**src/rtl/vga_pkg.sv**
```systemverilog
// rtl/vga_pkg.sv - 1024x768@60 timing constants, colours and player sprite defaults
package vga_pkg;

   localparam int SCREEN_WIDTH  = 1024;
   localparam int SCREEN_HEIGHT = 768;
   localparam int HBLANK_STOP   = 1344;
   localparam int VBLANK_STOP   = 806;

   localparam int PLAYER_SIZE   = 15;
   localparam int PLAYER_STEP   = 2;
   localparam int PLAYER_INIT_X = 512;
   localparam int PLAYER_INIT_Y = 384;

   localparam logic [11:0] BLACK  = 12'h000;
   localparam logic [11:0] YELLOW = 12'hff0;
   localparam logic [11:0] BLUE   = 12'h00f;

   typedef struct packed {
      logic [10:0] hcount;
      logic [10:0] vcount;
      logic        hsync;
      logic        vsync;
      logic        hblank;
      logic        vblank;
   } vga_timing_t;

   // Saturate a signed candidate coordinate into [0, hi].
   function automatic logic [10:0] clamp_pos(input logic signed [11:0] p,
                                             input logic signed [11:0] hi);
      if (p < 12'sd0)
         return '0;
      else if (p > hi)
         return hi[10:0];
      else
         return p[10:0];
   endfunction

endpackage

```
**src/rtl/player_move_ctl.sv**
```systemverilog
// rtl/player_move_ctl.sv - once-per-frame sprite position update from direction buttons
module player_move_ctl
   import vga_pkg::*;
#(
   parameter int INIT_X = PLAYER_INIT_X,
   parameter int INIT_Y = PLAYER_INIT_Y,
   parameter int STEP   = PLAYER_STEP
) (
   input  logic        clk,
   input  logic        rst,
   input  logic        vblank_in,
   input  logic        btn_left,
   input  logic        btn_right,
   input  logic        btn_up,
   input  logic        btn_down,
   output logic [10:0] xpos,
   output logic [10:0] ypos
);

   localparam logic signed [11:0] X_MAX = 12'(SCREEN_WIDTH - PLAYER_SIZE);
   localparam logic signed [11:0] Y_MAX = 12'(SCREEN_HEIGHT - PLAYER_SIZE);

   logic              vblank_q, vblank_d;
   logic [10:0]       xpos_q, xpos_d;
   logic [10:0]       ypos_q, ypos_d;
   logic              tick;
   logic signed [11:0] dx, dy;

   always_comb begin
      vblank_d = vblank_in;
      tick     = vblank_in & ~vblank_q;
      dx       = '0;
      dy       = '0;
      xpos_d   = xpos_q;
      ypos_d   = ypos_q;
      // Opposing buttons cancel on their axis.
      if (btn_right & ~btn_left)
         dx = 12'(STEP);
      else if (btn_left & ~btn_right)
         dx = 12'(-STEP);
      if (btn_down & ~btn_up)
         dy = 12'(STEP);
      else if (btn_up & ~btn_down)
         dy = 12'(-STEP);
      if (tick) begin
         xpos_d = clamp_pos($signed({1'b0, xpos_q}) + dx, X_MAX);
         ypos_d = clamp_pos($signed({1'b0, ypos_q}) + dy, Y_MAX);
      end
   end

   always_ff @(posedge clk) begin
      if (rst) begin
         vblank_q <= 1'b0;
         xpos_q   <= 11'(INIT_X);
         ypos_q   <= 11'(INIT_Y);
      end else begin
         vblank_q <= vblank_d;
         xpos_q   <= xpos_d;
         ypos_q   <= ypos_d;
      end
   end

   assign xpos = xpos_q;
   assign ypos = ypos_q;

endmodule

```
**src/rtl/draw_player.sv**
```systemverilog
// rtl/draw_player.sv - 2-stage sprite overlay on the VGA pixel stream
// PLAYER_BORDER_EN: draw the sprite's outermost row/column in BLACK.
module draw_player
   import vga_pkg::*;
#(
   parameter int          INIT_X       = PLAYER_INIT_X,
   parameter int          INIT_Y       = PLAYER_INIT_Y,
   parameter int          STEP         = PLAYER_STEP,
   parameter logic [11:0] PLAYER_COLOR = YELLOW
) (
   input  logic        clk,
   input  logic        rst,
   input  logic [10:0] hcount_in,
   input  logic [10:0] vcount_in,
   input  logic        hsync_in,
   input  logic        vsync_in,
   input  logic        hblank_in,
   input  logic        vblank_in,
   input  logic [11:0] rgb_in,
   input  logic        btn_left,
   input  logic        btn_right,
   input  logic        btn_up,
   input  logic        btn_down,
   output logic [10:0] hcount_out,
   output logic [10:0] vcount_out,
   output logic        hsync_out,
   output logic        vsync_out,
   output logic        hblank_out,
   output logic        vblank_out,
   output logic [11:0] rgb_out,
   output logic [10:0] xpos,
   output logic [10:0] ypos
);

   vga_timing_t tim1_q, tim1_d, tim2_q, tim2_d;
   logic [11:0] rgb1_q, rgb1_d, rgb2_q, rgb2_d;
   logic        hit1_q, hit1_d;
   logic        edge1_q, edge1_d;
   logic        in_x, in_y;

   player_move_ctl #(
      .INIT_X (INIT_X),
      .INIT_Y (INIT_Y),
      .STEP   (STEP)
   ) u_move (
      .clk       (clk),
      .rst       (rst),
      .vblank_in (vblank_in),
      .btn_left  (btn_left),
      .btn_right (btn_right),
      .btn_up    (btn_up),
      .btn_down  (btn_down),
      .xpos      (xpos),
      .ypos      (ypos)
   );

   always_comb begin
      tim1_d.hcount = hcount_in;
      tim1_d.vcount = vcount_in;
      tim1_d.hsync  = hsync_in;
      tim1_d.vsync  = vsync_in;
      tim1_d.hblank = hblank_in;
      tim1_d.vblank = vblank_in;
      rgb1_d        = rgb_in;
      // Compare against the registered position so a same-cycle tick moves nothing yet.
      in_x    = ({1'b0, hcount_in} >= {1'b0, xpos}) &&
                ({1'b0, hcount_in} <  ({1'b0, xpos} + 12'(PLAYER_SIZE)));
      in_y    = ({1'b0, vcount_in} >= {1'b0, ypos}) &&
                ({1'b0, vcount_in} <  ({1'b0, ypos} + 12'(PLAYER_SIZE)));
      hit1_d  = ~hblank_in & ~vblank_in & in_x & in_y;
`ifdef PLAYER_BORDER_EN
      edge1_d = (hcount_in == xpos) || (hcount_in == xpos + 11'(PLAYER_SIZE - 1)) ||
                (vcount_in == ypos) || (vcount_in == ypos + 11'(PLAYER_SIZE - 1));
`else
      edge1_d = 1'b0;
`endif
      tim2_d = tim1_q;
      if (tim1_q.hblank | tim1_q.vblank)
         rgb2_d = BLACK;
      else if (hit1_q)
         rgb2_d = edge1_q ? BLACK : PLAYER_COLOR;
      else
         rgb2_d = rgb1_q;
   end

   always_ff @(posedge clk) begin
      if (rst) begin
         tim1_q  <= '0;
         tim2_q  <= '0;
         rgb1_q  <= '0;
         rgb2_q  <= '0;
         hit1_q  <= 1'b0;
         edge1_q <= 1'b0;
      end else begin
         tim1_q  <= tim1_d;
         tim2_q  <= tim2_d;
         rgb1_q  <= rgb1_d;
         rgb2_q  <= rgb2_d;
         hit1_q  <= hit1_d;
         edge1_q <= edge1_d;
      end
   end

   assign hcount_out = tim2_q.hcount;
   assign vcount_out = tim2_q.vcount;
   assign hsync_out  = tim2_q.hsync;
   assign vsync_out  = tim2_q.vsync;
   assign hblank_out = tim2_q.hblank;
   assign vblank_out = tim2_q.vblank;
   assign rgb_out    = rgb2_q;

endmodule

```
**config.mk**
```make
export PLATFORM = sky130hd
export DESIGN_NAME = draw_player
export DESIGN_NICKNAME = d
export VERILOG_FILES = /design/src/rtl/vga_pkg.sv /design/src/rtl/player_move_ctl.sv /design/src/rtl/draw_player.sv
export SDC_FILE = /design/constraint.sdc
export NUM_CORES = 1
export LEC_CHECK = 0
export BUFFER_PORTS_ARGS = -buffer_cell sky130_fd_sc_hd__buf_2
export CAP_MARGIN = 5
export CORE_UTILIZATION = 61
export DETAILED_ROUTE_END_ITERATION = 8
export PLACE_DENSITY = 0.86
export REMOVE_ABC_BUFFERS = 1
export SLEW_MARGIN = 0
export SYNTH_ARGS = -nofsm -noshare
export SYNTH_HDL_FRONTEND = slang
export SYNTH_HIERARCHICAL = 1
export SYNTH_SLANG_ARGS = --single-unit
```
**constraint.sdc**
```tcl
create_clock -name clk -period 7.15 [get_ports clk]
set_clock_uncertainty 0.1 [all_clocks]
set_input_delay 0.3575 -clock clk [delete_from_list [all_inputs] [get_ports clk]]
set_output_delay 0.3575 -clock clk [all_outputs]
set_load 0.02 [all_outputs]
```
* Yosys cells after proc, flatten, opt, wreduce, memory -nomap -nowiden
Index checks and enable logic that the tools add are counted.
** Word-level totals
- Word-level logic and storage cells :: 59
- Register bits after elaboration :: 99
- Output and inout bits :: 60
** Cells by class
- Reduce and logical (&&, ||, !) cells :: 4
- Order comparisons :: 8
- Multiplexer cells :: 9
- $add $sub $neg :: 4
- Bitwise logic cells :: 16
** Operators with widths (count)
- 12-bit two-way mux :: 5
- 11-bit two-way mux :: 4
- 11-bit by 4-bit adder with 12-bit output, second input constant :: 2
- 12-bit adder :: 2
- 12-bit by 11-bit greater-than comparator with 1-bit output, second input constant :: 2
- 11-bit by 12-bit < comparator with 1-bit output :: 2
- 12-bit by 1-bit < comparator with 1-bit output, second input constant :: 2
- 11-bit greater-or-equal comparator :: 2
- 1-bit AND :: 8
- 1-bit NOT :: 7
- 3-bit OR reduction :: 1
- 1-bit logical AND :: 2
- 2-bit OR reduction :: 1
- 1-bit OR :: 1

* Depth between registers and ports, before layout
Gate-level depths: netlist of run 1.
- Word-level depth :: 8
- Gate-level depth with buffers :: 13
- Mapped depth without buffers :: 12

* Cells and area by module
The synthesis of run 1 kept the hierarchy.
** Modules (own cells, without submodules)
- draw_player :: area each 3378.2 sq um, instances 1, sequential area each 1541.5 sq um, cells each 331
- player_move_ctl :: area each 2441.1 sq um, instances 1, sequential area each 460.4 sq um, cells each 317

* Worst setup path after synthesis of run 1
OpenSTA, ideal clock, no wires.
- Kind :: input port to flip-flop
- Start point :: input btn_right
- End point :: register u_move.xpos_q[3] (netlist: u_move/xpos[3])
- Stages :: 12
- Data required time :: 6971 ps
- Setup slack :: 4259 ps
- Arrival time :: 2712 ps
- Library setup time :: 79 ps
- Cells stage by stage :: inv_1 ha_1 inv_1 ha_1 fa_1 clkbuf_1 a32oi_1 a21o_1 mux2_2 a221oi_4 o211ai_2 a22oi_1
** Between the ends
- Word-level cells in the longest chain between the ends :: 8
** Ends and longest elaborated chain
- start, declared :: RTL line draw_player.sv:21 : input logic btn_right,
- 1-bit NOT :: RTL line player_move_ctl.sv:39 : else if (btn_left & ~btn_right)
- 1-bit AND :: RTL line player_move_ctl.sv:39
- 12-bit two-way mux :: RTL line player_move_ctl.sv:39
- 12-bit two-way mux (*) :: RTL line player_move_ctl.sv:37 : if (btn_right & ~btn_left)
- 12-bit adder (*) :: RTL line player_move_ctl.sv:46 : xpos_d = clamp_pos($signed({1'b0, xpos_q}) + dx, X_MAX);
- 12-bit by 11-bit greater-than comparator with 1-bit output :: RTL line vga_pkg.sv:32 : else if (p > hi)
- 11-bit two-way mux :: RTL line vga_pkg.sv:32
- 11-bit two-way mux (*) :: RTL line vga_pkg.sv:30 : if (p < 12'sd0)
- end signal, assigned :: RTL line player_move_ctl.sv:54 : xpos_q <= 11'(INIT_X);
- end signal, assigned :: RTL line player_move_ctl.sv:58 : xpos_q <= xpos_d;
- end, declared :: RTL line player_move_ctl.sv:24 : logic [10:0] xpos_q, xpos_d;
Every way passes the cells marked *; elsewhere a longest branch is shown, timed or not.
A chain may end at the register's enable or synchronous reset.

* Worst setup path in the final report of run 1
- Start point :: input btn_down
- End point :: register u_move.ypos_q[2] (netlist: u_move/ypos[2])
** Between the ends
- Word-level cells in the longest chain between the ends :: 8
** Ends and longest elaborated chain
- start, declared :: RTL line draw_player.sv:23 : input logic btn_down,
- 1-bit NOT :: RTL line player_move_ctl.sv:43 : else if (btn_up & ~btn_down)
- 1-bit AND :: RTL line player_move_ctl.sv:43
- 12-bit two-way mux :: RTL line player_move_ctl.sv:43
- 12-bit two-way mux (*) :: RTL line player_move_ctl.sv:41 : if (btn_down & ~btn_up)
- 12-bit adder (*) :: RTL line player_move_ctl.sv:47 : ypos_d = clamp_pos($signed({1'b0, ypos_q}) + dy, Y_MAX);
- 12-bit by 11-bit greater-than comparator with 1-bit output :: RTL line vga_pkg.sv:32
- 11-bit two-way mux :: RTL line vga_pkg.sv:32
- 11-bit two-way mux (*) :: RTL line vga_pkg.sv:30
- end signal, assigned :: RTL line player_move_ctl.sv:55 : ypos_q <= 11'(INIT_Y);
- end signal, assigned :: RTL line player_move_ctl.sv:59 : ypos_q <= ypos_d;
- end, declared :: RTL line player_move_ctl.sv:25 : logic [10:0] ypos_q, ypos_d;
Marked as above.

==> results of run 1 <==
worst max-delay path, stage by stage:
cell,delay (ns)
buf_2,0.09
inv_1,0.07
ha_1,0.77
ha_1,0.44
a31oi_1,0.28
nor3b_1,0.11
a311o_1,0.34
a311oi_1,0.44
a311oi_1,0.12
o21a_1,0.16
a22o_1,0.18
per-stage QoR:
step / setup slack, ns / hold WS, ns
6_report: 3.95 / 0.100
5_1_grt: 3.68 / 0.101
4_1_cts: 4.02 / 0.0948
3_5_place_dp: 3.63 / 0.313
3_3_place_gp: 3.78 / 0.308
2_1_floorplan: 4.13 / 0.305
layer usage:
layer / vias up / global-route usage (%) / wire (um)
li1: 2473 / - / -
met4: 0 / 9.28 / 222
met3: 24 / 5.06 / 703
met1: 2312 / 32.2 / 5730
met5: - / 0 / 0
met2: 150 / 44.8 / 6260
cell usage in the layout (no fill, tap or decap), types with 9 or more instances in the layout:
master / n
xor2_1: 10
a21oi_1: 34
ha_1: 56
dfxtp_1: 100
xnor2_1: 24
inv_1: 39
nor2b_1: 69
o21ai_0: 18
buf_2: 103
nand2_1: 31
nor2_1: 33
clkbuf_8: 9
and2_1: 11
nand4_1: 10
nor3_1: 9
o21a_1: 11
nand3_1: 13
flip-flops by register name, summed over array words and instances, names as in the netlist, 11 cells and up:
signal       flops
tim1_q          26
rgb1_q          12
rgb_out         12
hcount_out      11
u_move/xpos     11
u_move/ypos     11
vcount_out      11
cells by family after synthesis:
group           after synthesis
xor+xnor                     35
fa+ha+maj                    58
compound gates              156
mux                           3
flops                       100
buf+inv                      74
simple gates                222
power groups by stage:
stage               logic [mW]  clock network [mW]  registers [mW]
finish                   0.384               0.343           0.644
global route             0.429               0.370           0.652
CTS                      0.381               0.349           0.644
detailed placement       0.378                   0           0.657
global placement         0.361                   0           0.655
floorplan                0.250                   0           0.668
area by class of cell:
cell class	instances	area share, %
clock buffer	10	1.95
clock inverter	6	0.862
timing repair buffer	104	8.01
tap	129	2.47
multi-input combinational	474	53.8
inverter	39	2.24
sequential	100	30.7
worst max-delay path by stage:
stage / startpoint / to / slack [ns] / cells after the start
global placement: btn_down / u_move/ypos[1]$_SDFFE_PP0P_ / 3.78 / 11
detailed placement: btn_right / u_move/xpos[3]$_SDFFE_PP0P_ / 3.63 / 11
finish: btn_down / u_move/ypos[2]$_SDFFE_PP0P_ / 3.95 / 11
floorplan: btn_right / u_move/xpos[3]$_SDFFE_PP0P_ / 4.13 / 10
global route: btn_down / u_move/ypos[2]$_SDFFE_PP0P_ / 3.68 / 11
CTS: btn_down / u_move/ypos[2]$_SDFFE_PP0P_ / 4.02 / 11
==> impl_metrics.json, run 1 <==
{
  "hpwlAfterDp_mm": 9.52,
  "clk_latency_ns": 0.37,
  "r2r_slack_ns": 4.17,
  "seqPwrFrac_pct": 47.0,
  "async_reset_ff_share_pct": 0,
  "tightest_slew_ns": 1.02,
  "ys.flop_type": "dfxtp_1",
  "finalSetupTns_ns": 0,
  "synth_edf_count": 0,
  "multi_input_area_um2": 3510,
  "cts_tree": "yes",
  "cts_inserted_buffers": 9,
  "leakagePower_nw": 2.86,
  "seq_area_um2": 2000,
  "holdPathEnd": "tim1_q[2]$_SDFF_PP0_",
  "outcome": "complete, no violations",
  "synth_top_family_by_area": "simple AND/OR/NAND/NOR gates",
  "io_pins": 104,
  "instances_no_fill": 862,
  "maxCapViolations": 0,
  "netSwitchingFraction_pct": 35.3,
  "vias": 4959,
  "post_cts_buffers": 0,
  "hold_violations": 0,
  "die_h_um": 99.7,
  "clockRootBuffer": "clkbuf_8",
  "power.density_nw_per_um2": 210,
  "fin_util_pct": 70.7,
  "grt_pass1_wl_mm": 20.9,
  "placed_area_um2": 6340,
  "ant_nets": 0,
  "p_int_mw": 0.887,
  "drtIter0Drc": 225,
  "ys_types": 82,
  "overflow": 0,
  "p_total_mw": 1.37,
  "p_sw_mw": 0.484,
  "p_clk_share_pct": 25.0,
  "combPwrFrac_pct": 28.0,
  "grt_max_degree": 75,
  "netlist_top_cells_count": "dfxtp_1, nor2b_1, ha_1",
  "antenna_found_initial": 0,
  "regToRegStartpoint": "u_move/ypos[1]$_SDFFE_PP0P_",
  "clock_sinks": 100,
  "max_slew_margin_pct": 32.2,
  "syn_inst": 648,
  "nets": 830,
  "crit_path_max_fanout": 30,
  "post-synth-top-count-cell": "dfxtp_1",
  "crit-reg2reg-capture": "u_move/ypos[2]$_SDFFE_PP0P_",
  "clk_pin_slew_ns": 0.10,
  "gp_congestion": 0.881,
  "drt_wl_total_mm": 12.9,
  "antenna_cells": 0,
  "yosys_warnings": 6,
  "htreeDepth": 3,
  "hold_buffers": 0,
  "drt_drc_violations_left": 0,
  "drv_slew": 0,
  "fp.dieArea_um2": 9930,
  "yosysSeqAreaShare_pct": 34.4,
  "portBuffers": 103,
  "synth_compound_area_share_pct": 19.8,
  "synthMuxAreaShare_pct": 0.581,
  "clockBufferDepth": 2,
  "synth_top_area_share_pct": 34.4,
  "cts_resized": 0,
  "crit_type": "primary input to flip-flop",
  "finalSetupViolCount": 0,
  "post-route-period-util_pct": 44.8,
  "synth.avg_cell_area_um2": 8.98,
  "yosys.area_share.simple_pct": 21.8,
  "worstPathArrival_ns": 3.37,
  "startpoint_type": "primary input",
  "viasPerCell": 5.75,
  "hold_class": "primary input to flip-flop",
  "placed_cells": 846,
  "final_area_um2": 6530,
  "start_util_pct": 63.0,
  "hold_depth": 2,
  "synth_seq_cells": 100,
  "r2r_cells": 9,
  "synth_xor_area_share_pct": 5.40,
  "rsz0062_at_grt": "false",
  "post_drt_wl_per_cell_um": 15.0,
  "drive_above_1_share_pct": 19.4,
  "row_count": 35,
  "fillerInstances": 709,
  "max_freq_mhz": 312,
  "min_period_ns": 3.20,
  "chipWidth_um": 99.7,
  "hold_path_startpoint": "vsync_in",
  "firstDrtPassIters": 5,
  "critPathRequiredTime_ns": 7.32,
  "grt_usage_pct": 26.0,
  "syn2layout_area_growth_pct": 12.2,
  "ys_top_cells_by_area": "dfxtp_1, ha_1, nor2b_1, xnor2_1, a21oi_1",
  "core-area_um2": 9240,
  "synth-adder-area-share_pct": 12.7,
  "vdd_drop_max_mv": 0.0962,
  "syn_area_um2": 5820,
  "grt_pass1_vias": 4661,
  "yosysTopAreaCell": "dfxtp_1",
  "cp-end-kind": "flip-flop"
}
Note: power is estimated with default switching activity, not from simulation.
==> run 2: changes to the inputs <==
CORE_UTILIZATION = 57   (was 61)
PLACE_DENSITY = 0.81   (was 0.86)
clock period = 3 ns   (was 7.15 ns; I/O delays follow)
==> impl_metrics.json, run 2 (synthesis results as in run 1) <==
{
  "worstPathArrival_ns": 3.03,
  "crit_chain": "ha_1 > a211o_1 > and3_1 > o21a_1 > or3_1 > a31oi_2 > nand4_1 > a31o_1",
  "io_pins": 104,
  "clk_latency_ns": 0.35,
  "drt_wl_total_mm": 14.1,
  "drv_slew": 0,
  "crit_buf_inv": 0,
  "startpoint_type": "flip-flop",
  "setup_slack_ns": 0.117,
  "overflow": 0,
  "final_area_um2": 7090,
  "firstDrtPassIters": 5,
  "core-area_um2": 9820,
  "hold_violations": 0,
  "cts_tree": "yes",
  "fillerInstances": 744,
  "gp_congestion": 0.918,
  "cts_inserted_buffers": 9,
  "crit_family": "compound AO/OA/AOI/OAI gates",
  "antenna_cells": 0,
  "place_ws_ns": -0.0636,
  "crit_type": "flip-flop to flip-flop",
  "die_h_um": 103,
  "grt_pass1_wl_mm": 22.2,
  "drive_above_1_share_pct": 21.0,
  "max_freq_mhz": 347,
  "vias": 5152,
  "finalSetupTns_ns": 0,
  "power.density_nw_per_um2": 469,
  "drt_drc_violations_left": 0,
  "rsz0062_at_grt": "true",
  "post_drt_wl_per_cell_um": 15.3,
  "tightest_slew_ns": 0.896,
  "final_common_cell": "buf_2",
  "critPathRequiredTime_ns": 3.15,
  "max_slew_margin_pct": 40.1,
  "p_total_mw": 3.32,
  "final_cell_mix": "buf_2, dfxtp_1, nor2b_1",
  "leakagePower_nw": 3.13,
  "hpwlAfterDp_mm": 9.99,
  "fin_util_pct": 72.2,
  "max_stage_delay_ns": 0.47,
  "clock_sinks": 100,
  "crit_slowest_cell": "dfxtp_1",
  "cp-end-kind": "flip-flop",
  "seq_area_um2": 2000,
  "multi_input_area_um2": 3520,
  "largest_reg_flops": 26,
  "drtIter0Drc": 217,
  "row_count": 36,
  "grt_usage_pct": 26.6,
  "htreeDepth": 3,
  "ant_nets": 0,
  "post-route-period-util_pct": 96.1,
  "viasPerCell": 5.56,
  "placed_area_um2": 6520,
  "top_register": "tim1_q",
  "min_period_ns": 2.88,
  "maxCapViolations": 0,
  "grt_max_degree": 75,
  "syn2layout_area_growth_pct": 21.8,
  "nets": 891,
  "grt_pass1_vias": 4902,
  "antenna_found_initial": 0,
  "vdd_drop_max_mv": 0.233,
  "chipWidth_um": 103,
  "start_util_pct": 59.3,
  "finalSetupViolCount": 0,
  "fp.dieArea_um2": 10600,
  "clockRootBuffer": "clkbuf_8",
  "hold_class": "primary input to flip-flop",
  "outcome": "complete, no violations",
  "portBuffers": 103,
  "crit_path_max_fanout": 6,
  "clk_pin_slew_ns": 0.10,
  "clockBufferDepth": 2
}
run 2: what timing repair did:
item / in CTS / in global routing
endpoints found under the setup margin: 0 / 6
hold buffers: 38 / 0
resized for setup: 0 / 3
hold endpoints to repair: 38 / 0
buffers inserted: 0 / 0
run 2: cell type report:
class                   instances  share of cell area [%]
repair buffers                165                    15.2
well taps                     133                    2.35
flip-flops and latches        100                    28.2
multi-input cells             474                    49.7
clock buffers                  10                    1.80
inverters                      39                    2.07
clock inverters                 6                   0.653
run 2: worst paths after layout:
| kind | startpoint | to | slack [ns] | depth (start not counted) |
|---|---|---|---|---|
| max reg2reg | u_move/ypos[2]$_SDFFE_PP0P_ | u_move/ypos[7]$_SDFFE_PP1P_ | 0.12 | 8 |
| min | vblank_in | tim1_q[0]$_SDFF_PP0_ | 0.02 | 2 |
| max | u_move/ypos[2]$_SDFFE_PP0P_ | u_move/ypos[7]$_SDFFE_PP1P_ | 0.12 | 8 |
| min reg2reg | rgb1_q[5]$_SDFF_PP0_ | rgb_out[5]$_SDFF_PP0_ | 0.34 | 1 |
run 2: metal layers:
metal  vias to the layer above  routed length [um]  GRT usage (%)
met1                      2381                6250           32.7
met2                       148                6820           45.4
met4                         0                 382           12.0
met5                         -                   0              0
li1                       2588                   -              -
met3                        35                 689           4.81
run 2: metrics by stage:
stage,cells,hold slack (ns)
finish,927,0.0222
global route,927,0.00689
CTS,927,0.0107
detailed placement,873,0.266
global placement,873,0.264
floorplan,613,0.117
run 2: report_power, final:
| group | internal (mW) | leakage (nW) | switching [mW] |
|---|---|---|---|
| combinational | 0.462 | 2.23 | 0.575 |
| sequential | 1.41 | 0.825 | 0.106 |
| clock | 0.308 | 0.0833 | 0.464 |
| total | 2.18 | 3.13 | 1.14 |
